$ cat config.mk
export PLATFORM = sky130hd
export DESIGN_NAME = video_timing_gen
export DESIGN_NICKNAME = d
export VERILOG_FILES = /design/src/rtl/video_timing_pkg.sv /design/src/rtl/video_timing_gen.sv
export SDC_FILE = /design/constraint.sdc
export NUM_CORES = 1
export LEC_CHECK = 0
export CAP_MARGIN = 20
export CORE_UTILIZATION = 35
export CTS_CLUSTER_DIAMETER = 30
export DETAILED_ROUTE_END_ITERATION = 10
export HOLD_SLACK_MARGIN = 0.12
export SLEW_MARGIN = 20
export SYNTH_ARGS = -nofsm -noshare
export SYNTH_HDL_FRONTEND = slang
export SYNTH_SLANG_ARGS = --single-unit
$ cat constraint.sdc
create_clock -name clk -period 6.1 [get_ports clk]
set_clock_uncertainty 0.15 [all_clocks]
set_input_delay 1.525 -clock clk [delete_from_list [all_inputs] [get_ports clk]]
set_output_delay 1.525 -clock clk [all_outputs]
set_load 0.1 [all_outputs]
$ cat src/rtl/video_timing_pkg.sv
// video_timing_pkg: 1080p60 raster defaults, counter width and FSM state encoding
package video_timing_pkg;
    localparam int CNT_W        = 12;
    localparam int DEF_H_ACTIVE = 1920;
    localparam int DEF_H_FP     = 88;
    localparam int DEF_H_SYNC   = 44;
    localparam int DEF_H_BP     = 148;
    localparam int DEF_V_ACTIVE = 1080;
    localparam int DEF_V_FP     = 4;
    localparam int DEF_V_SYNC   = 5;
    localparam int DEF_V_BP     = 36;
    typedef enum logic {ST_IDLE, ST_RUN} state_t;
endpackage

$ cat src/rtl/video_timing_gen.sv
// video_timing_gen: triggered / free-running raster generator producing sync, DE and pixel coordinates
module video_timing_gen
    import video_timing_pkg::*;
#(
    parameter int H_ACTIVE = DEF_H_ACTIVE,
    parameter int H_FP     = DEF_H_FP,
    parameter int H_SYNC   = DEF_H_SYNC,
    parameter int H_BP     = DEF_H_BP,
    parameter int V_ACTIVE = DEF_V_ACTIVE,
    parameter int V_FP     = DEF_V_FP,
    parameter int V_SYNC   = DEF_V_SYNC,
    parameter int V_BP     = DEF_V_BP
) (
    input  logic             clk,
    input  logic             rst_n,
    input  logic             frame_trig,
    input  logic             free_run,
    output logic             frame_busy,
    output logic             h_sync_out,
    output logic             v_sync_out,
    output logic             de_out,
    output logic [CNT_W-1:0] pix_x,
    output logic [CNT_W-1:0] pix_y,
    output logic             frame_done
);
    localparam logic [CNT_W-1:0] H_LAST = CNT_W'(H_SYNC + H_BP + H_ACTIVE + H_FP - 1);
    localparam logic [CNT_W-1:0] V_LAST = CNT_W'(V_SYNC + V_BP + V_ACTIVE + V_FP - 1);
    localparam logic [CNT_W-1:0] HS_END = CNT_W'(H_SYNC);
    localparam logic [CNT_W-1:0] VS_END = CNT_W'(V_SYNC);
    localparam logic [CNT_W-1:0] X0     = CNT_W'(H_SYNC + H_BP);
    localparam logic [CNT_W-1:0] X1     = CNT_W'(H_SYNC + H_BP + H_ACTIVE);
    localparam logic [CNT_W-1:0] Y0     = CNT_W'(V_SYNC + V_BP);
    localparam logic [CNT_W-1:0] Y1     = CNT_W'(V_SYNC + V_BP + V_ACTIVE);

    state_t           r_state, w_state_nxt;
    logic [CNT_W-1:0] r_h_cnt, r_v_cnt;
    logic             r_pending;
    logic             w_run, w_last, w_busy_nxt, w_de;

    assign w_last = (r_h_cnt == H_LAST) && (r_v_cnt == V_LAST);
    assign w_de   = (r_h_cnt >= X0) && (r_h_cnt < X1) && (r_v_cnt >= Y0) && (r_v_cnt < Y1);

    always_ff @(posedge clk or negedge rst_n)
        if (!rst_n) r_state <= ST_IDLE;
        else        r_state <= w_state_nxt;

    // A trigger landing on the last position chains the next frame just like a pending one
    always_comb begin
        w_state_nxt = r_state;
        if (r_state == ST_IDLE)
            w_state_nxt = (frame_trig || free_run) ? ST_RUN : ST_IDLE;
        else if (w_last)
            w_state_nxt = (r_pending || frame_trig || free_run) ? ST_RUN : ST_IDLE;
    end

    always_comb begin
        w_run      = (r_state == ST_RUN);
        w_busy_nxt = w_run || (w_state_nxt == ST_RUN);
    end

    always_ff @(posedge clk or negedge rst_n)
        if (!rst_n) begin
            r_h_cnt <= '0;
            r_v_cnt <= '0;
        end else if (!w_run || w_last) begin
            r_h_cnt <= '0;
            r_v_cnt <= '0;
        end else if (r_h_cnt == H_LAST) begin
            r_h_cnt <= '0;
            r_v_cnt <= r_v_cnt + 1'b1;
        end else begin
            r_h_cnt <= r_h_cnt + 1'b1;
        end

    always_ff @(posedge clk or negedge rst_n)
        if (!rst_n)                r_pending <= 1'b0;
        else if (!w_run || w_last) r_pending <= 1'b0;
        else if (frame_trig)       r_pending <= 1'b1;

    always_ff @(posedge clk or negedge rst_n)
        if (!rst_n) begin
            frame_busy <= 1'b0;
            h_sync_out <= 1'b0;
            v_sync_out <= 1'b0;
            de_out     <= 1'b0;
            pix_x      <= '0;
            pix_y      <= '0;
            frame_done <= 1'b0;
        end else begin
            frame_busy <= w_busy_nxt;
            h_sync_out <= w_run && (r_h_cnt < HS_END);
            v_sync_out <= w_run && (r_v_cnt < VS_END);
            de_out     <= w_run && w_de;
            pix_x      <= (w_run && w_de) ? r_h_cnt - X0 : '0;
            pix_y      <= (w_run && w_de) ? r_v_cnt - Y0 : '0;
            frame_done <= w_run && w_last;
        end
endmodule
Word level (Yosys, flattened, before mapping)
Index checks and enable logic that the tools add are counted.

Register bits: 55. Output and inout port bits: 29.

Add/subtract/negate cells: 4. Order comparisons: 6. Equality and inequality tests: 2. Multiplexer cells: 12. Reduce and logical (&&, ||, !) cells: 16.

Operator list (number): two-way mux 12 bit (6); adder 12 x 1 -> 12 bit, second input constant (2); equality test 12 x 11 -> 1 bit, second input constant (1); equality test 12 bit, second input constant (1); >= comparator 12 x 6 -> 1 bit, second input constant (1); >= comparator 12 x 8 -> 1 bit, second input constant (1); < comparator 12 x 11 -> 1 bit, second input constant (1); < comparator 12 bit, second input constant (1); < comparator 12 x 3 -> 1 bit, second input constant (1); < comparator 12 x 6 -> 1 bit, second input constant (1); subtractor 12 x 6 -> 12 bit, second input constant (1); subtractor 12 x 8 -> 12 bit, second input constant (1); logical AND 1 bit (8); two-way mux 1 bit (6); logical OR 1 bit (5); nonzero test 2 bit (2); zero test 1 bit (1).

Logic depth before layout (Yosys ltp)
Word-level depth: 6. Depth in mapped cells: 8.

Worst setup path before layout
Ideal clock, no wire load.

Path type: register to output. Start point: register de_out. End point: output de_out. Arrival: 0.883 ns. Data required time: 4.425 ns. Path slack: 3.542 ns. Stages on the path, launching flop included: 1. Cell sequence: dfrtp_1.

RTL lines: start: declaration (RTL line video_timing_gen.sv:21) `output logic de_out,`; start signal: assignment (RTL line video_timing_gen.sv:93) `de_out <= w_run && w_de;`.

No word-level cell between the ends.

Final worst setup path
Start point: register pix_x[1]. End point: output pix_x[1].

RTL lines: start: declaration (RTL line video_timing_gen.sv:22) `output logic [CNT_W-1:0] pix_x,`; start signal: assignment (RTL line video_timing_gen.sv:94) `pix_x <= (w_run && w_de) ? r_h_cnt - X0 : '0;`.

No word-level cell between the ends.

==> out/results.tsv <==
stage	metric	value	unit
critical_path	Worst path slowest cell	clkdlybuf4s50_1	
sta	final worst-path cycle share	0.567	
synth	sequential fraction of the synthesis area	0.485	
final_layout	final instance area	3350	sq um
clock_network	clk slew on worst S/H paths	0.10	ns
clock_network	TritonCTS Buffers	5	
floorplan	Die Ht	92.1	um
status	status	finished, final reports clean	
synth	Netlist cell types	42	
global_route	antenna violations before repair	0	
sta	RSZ-0062 raised after global routing	no	
sta	FMAX	289	MHz
clock_network	number of buffers added for setup after CTS	0	
clock_network	CTS tree	done	
sta	Final Setup Violations	0	
synth	Yosys reg bits	55	
final_layout	proportion of layout cells with a drive suffix above 1	0.0886	
placed_design	hpwl dp	4090	um
critical_path	cell breakdown of the critical path	clkdlybuf4s50_1	
global_route	first-pass GRT wire length	10200	um
route	via count	2151	
placed_design	port buffer count	32	
placed_design	placed cell areas	3230	sq um
sta	TNS Setup	0	ns
clock_network	clk_lat worst skew	0.31	ns
global_route	Total GRT Usage	0.152	
critical_path	Worst Path Buf+Inv	1	
floorplan	die area	8480	sq um
power	pwr dens	186	nW/um^2
clock_network	# clock sinks	55	
worst_hold_path	Hold Crit Class	flop to flop	
synth	Syn. warnings	0	
floorplan	Boundary Pins	33	
critical_path	Reg2Reg Depth	7	
power	IR drop worst, VDD	0.0896	mV
route	vias per inst	5.15	
clock_network	post-CTS sizing	0	
critical_path	critical-path maximum fanout	1	
critical_path	crit path DAT	1.78	ns
placed_design	Final GP Congestion	0.826	
floorplan	initial core utilization	0.364	
critical_path	kind of critical path	flop to primary output	
route	Starting DRT DRC Count	94	
route	Initial DRT Pass Iterations	4	
final_layout	Sequential Area	1380	sq um
route	Post-Route WL	6010	um
critical_path	FF-to-FF setup slack	3.47	ns
critical_path	Worst R2R End	pix_y[3]	
sta	Final Hold Viols	0	
synth	netlist area before placement	2840	sq um
job	max cap viols	0	
synth	Post-Synthesis Cells	290	
clock_network	Max clock buf depth	2	
floorplan	# rows	32	
sta	Slew @ Worst Pin	0.970	ns
final_layout	Final #Nets	328	
power	Lkg Pwr	0.00145	uW
critical_path	Worst EP required	4.43	ns
final_layout	n_diodes	0	
global_route	largest net degree at the start of global routing	56	
sta	worst rel slew slack	0.351	
route	drc violations	0	
critical_path	Crit path max-delay family	buffers and inverters	
critical_path	WP depth	1	
power	Tot Pwr	625	uW
sta	fin. max-slew vios	0	
synth	Avg Cell Area, Syn	9.79	sq um
clock_network	Root Buffer	clkbuf_8	
global_route	vias in the first global route	2056	
final_layout	Syn-to-layout area delta	18.0	%
global_route	Remaining Overflow, GRT	0	
route	DR WL/cell	14.4	um
final_layout	Fill cells	768	
critical_path	element type at the critical path end	primary output	
final_layout	multi-input logic area	1330	sq um
synth	Main synth FF type	dfrtp_1	
floorplan	Die X	92.1	um
synth	syn nets	303	
clock_network	CTS hold repair buffers	0	
floorplan	core region area	7810	sq um
clock_network	# H-tree levels	2	
route	antenna-violating nets left	0	
critical_path	Crit path largest cell delay	1.12	ns
critical_path	Worst setup SP type	flop	
critical_path	CP startpoint	pix_x[1]	
synth	Post-synth EDFFs	0	
sta	min cycle time layout	3.46	ns
critical_path	crit path capture	pix_x[1]	
synth	async set or reset register ratio after synthesis	1.00	
critical_path	r2r startpoint	r_h_cnt[6]	
[cell type report]
| type | instances | area share |
|---|---|---|
| Sequential cell | 55 | 0.411 |
| Clock inverter | 2 | 0.0105 |
| Inverter | 18 | 0.0202 |
| Clock buffer | 6 | 0.0246 |
| Timing Repair Buffer | 35 | 0.101 |
| Tap cell | 102 | 0.0381 |
| Multi-Input combinational cell | 200 | 0.395 |
[cells by family (layout without fill, tap and decap cells)]
| family | Yosys count | in the layout | synth area share |
|---|---|---|---|
| AO/OA/AOI/OAI | 42 | 42 | 0.0987 |
| XOR/XNOR | 20 | 20 | 0.0617 |
| adder cells (fa/ha/maj) | 9 | 9 | 0.0396 |
| buffers and inverters | 35 | 61 | 0.0533 |
| flip-flops | 55 | 55 | 0.485 |
| AND/OR/NAND/NOR | 129 | 129 | 0.262 |
[cell usage in the layout, fill, tap and decap left out, types with 3 or more instances in the layout]
cell type / n
inv_1: 18
xor2_1: 5
or4_1: 3
o32ai_1: 4
and2_1: 3
o31ai_1: 3
xnor2_1: 15
nor3_2: 11
nand3_1: 5
nand4_1: 10
a21oi_1: 13
nand2b_1: 6
and3_1: 3
clkdlybuf4s50_1: 31
o211ai_1: 6
o21ai_0: 8
and3b_1: 3
nor2_1: 24
nand2_1: 20
nor3_1: 23
ha_1: 9
buf_4: 3
clkbuf_8: 6
nor4_1: 7
dfrtp_1: 55
[synth_stat cells, types with 2 or more instances]
master	n	area (sq um)
or4_1	3	22.5
nor4b_1	2	17.5
nand3_1	5	25.0
ha_1	9	113
clkbuf_1	12	45.0
o32ai_1	4	35.0
and3_1	3	18.8
nor2_1	24	90.1
o21ai_0	8	40.0
and4_1	2	17.5
and2_1	3	18.8
nor3_1	23	115
dfrtp_1	55	1380
o211ai_1	6	45.0
nand2b_1	6	37.5
buf_6	2	22.5
nand2_1	20	75.1
nand4_1	10	62.6
nor3_2	11	110
nor4_1	7	43.8
nor2b_1	2	12.5
xor2_1	5	43.8
and3b_1	3	26.3
o31ai_1	3	22.5
a21oi_1	14	70.1
inv_1	18	67.6
xnor2_1	15	131
[per-layer routing]
layer	global-route usage	part of all wire
met1	0.218	0.52
met2	0.234	0.44
met3	0.0199	0.031
met4	0.0547	0.012
met5	0	0
[state kept, by name, indices dropped and copies added (netlist names)]
name,cells
r_state,1
v_sync_out,1
r_pending,1
frame_done,1
de_out,1
frame_busy,1
pix_x,12
pix_y,12
r_v_cnt,12
h_sync_out,1
r_h_cnt,12
[worst min-delay path by stage]
stage	slack, ns	startpoint	depth (start not counted)	end
2_1_floorplan	0.31	r_pending	2	r_pending
3_3_place_gp	0.34	r_pending	2	r_pending
3_5_place_dp	0.34	r_pending	2	r_pending
4_1_cts	0.37	r_pending	2	r_pending
5_1_grt	0.41	r_h_cnt[0]	1	r_h_cnt[0]
6_report	0.36	r_pending	2	r_pending
[per-stage QoR]
step           instances   util  hold slack, ns  setup WS, ns
2_1_floorplan        290      -           0.311          3.54
3_3_place_gp         410  0.414           0.337          2.99
3_5_place_dp         410  0.414           0.343          2.98
4_1_cts              418  0.429           0.366          2.63
5_1_grt              418  0.429           0.410          2.59
6_report             418  0.429           0.364          2.64
[power by group]
| part | switching, uW | internal, uW | total (uW) |
|---|---|---|---|
| Combinational | 7.15 | 1.84 | 8.99 |
| Clock | 119 | 133 | 252 |
| Sequential | 0.00000000000000880 | 364 | 364 |
(Power assumes the default switching activity.)
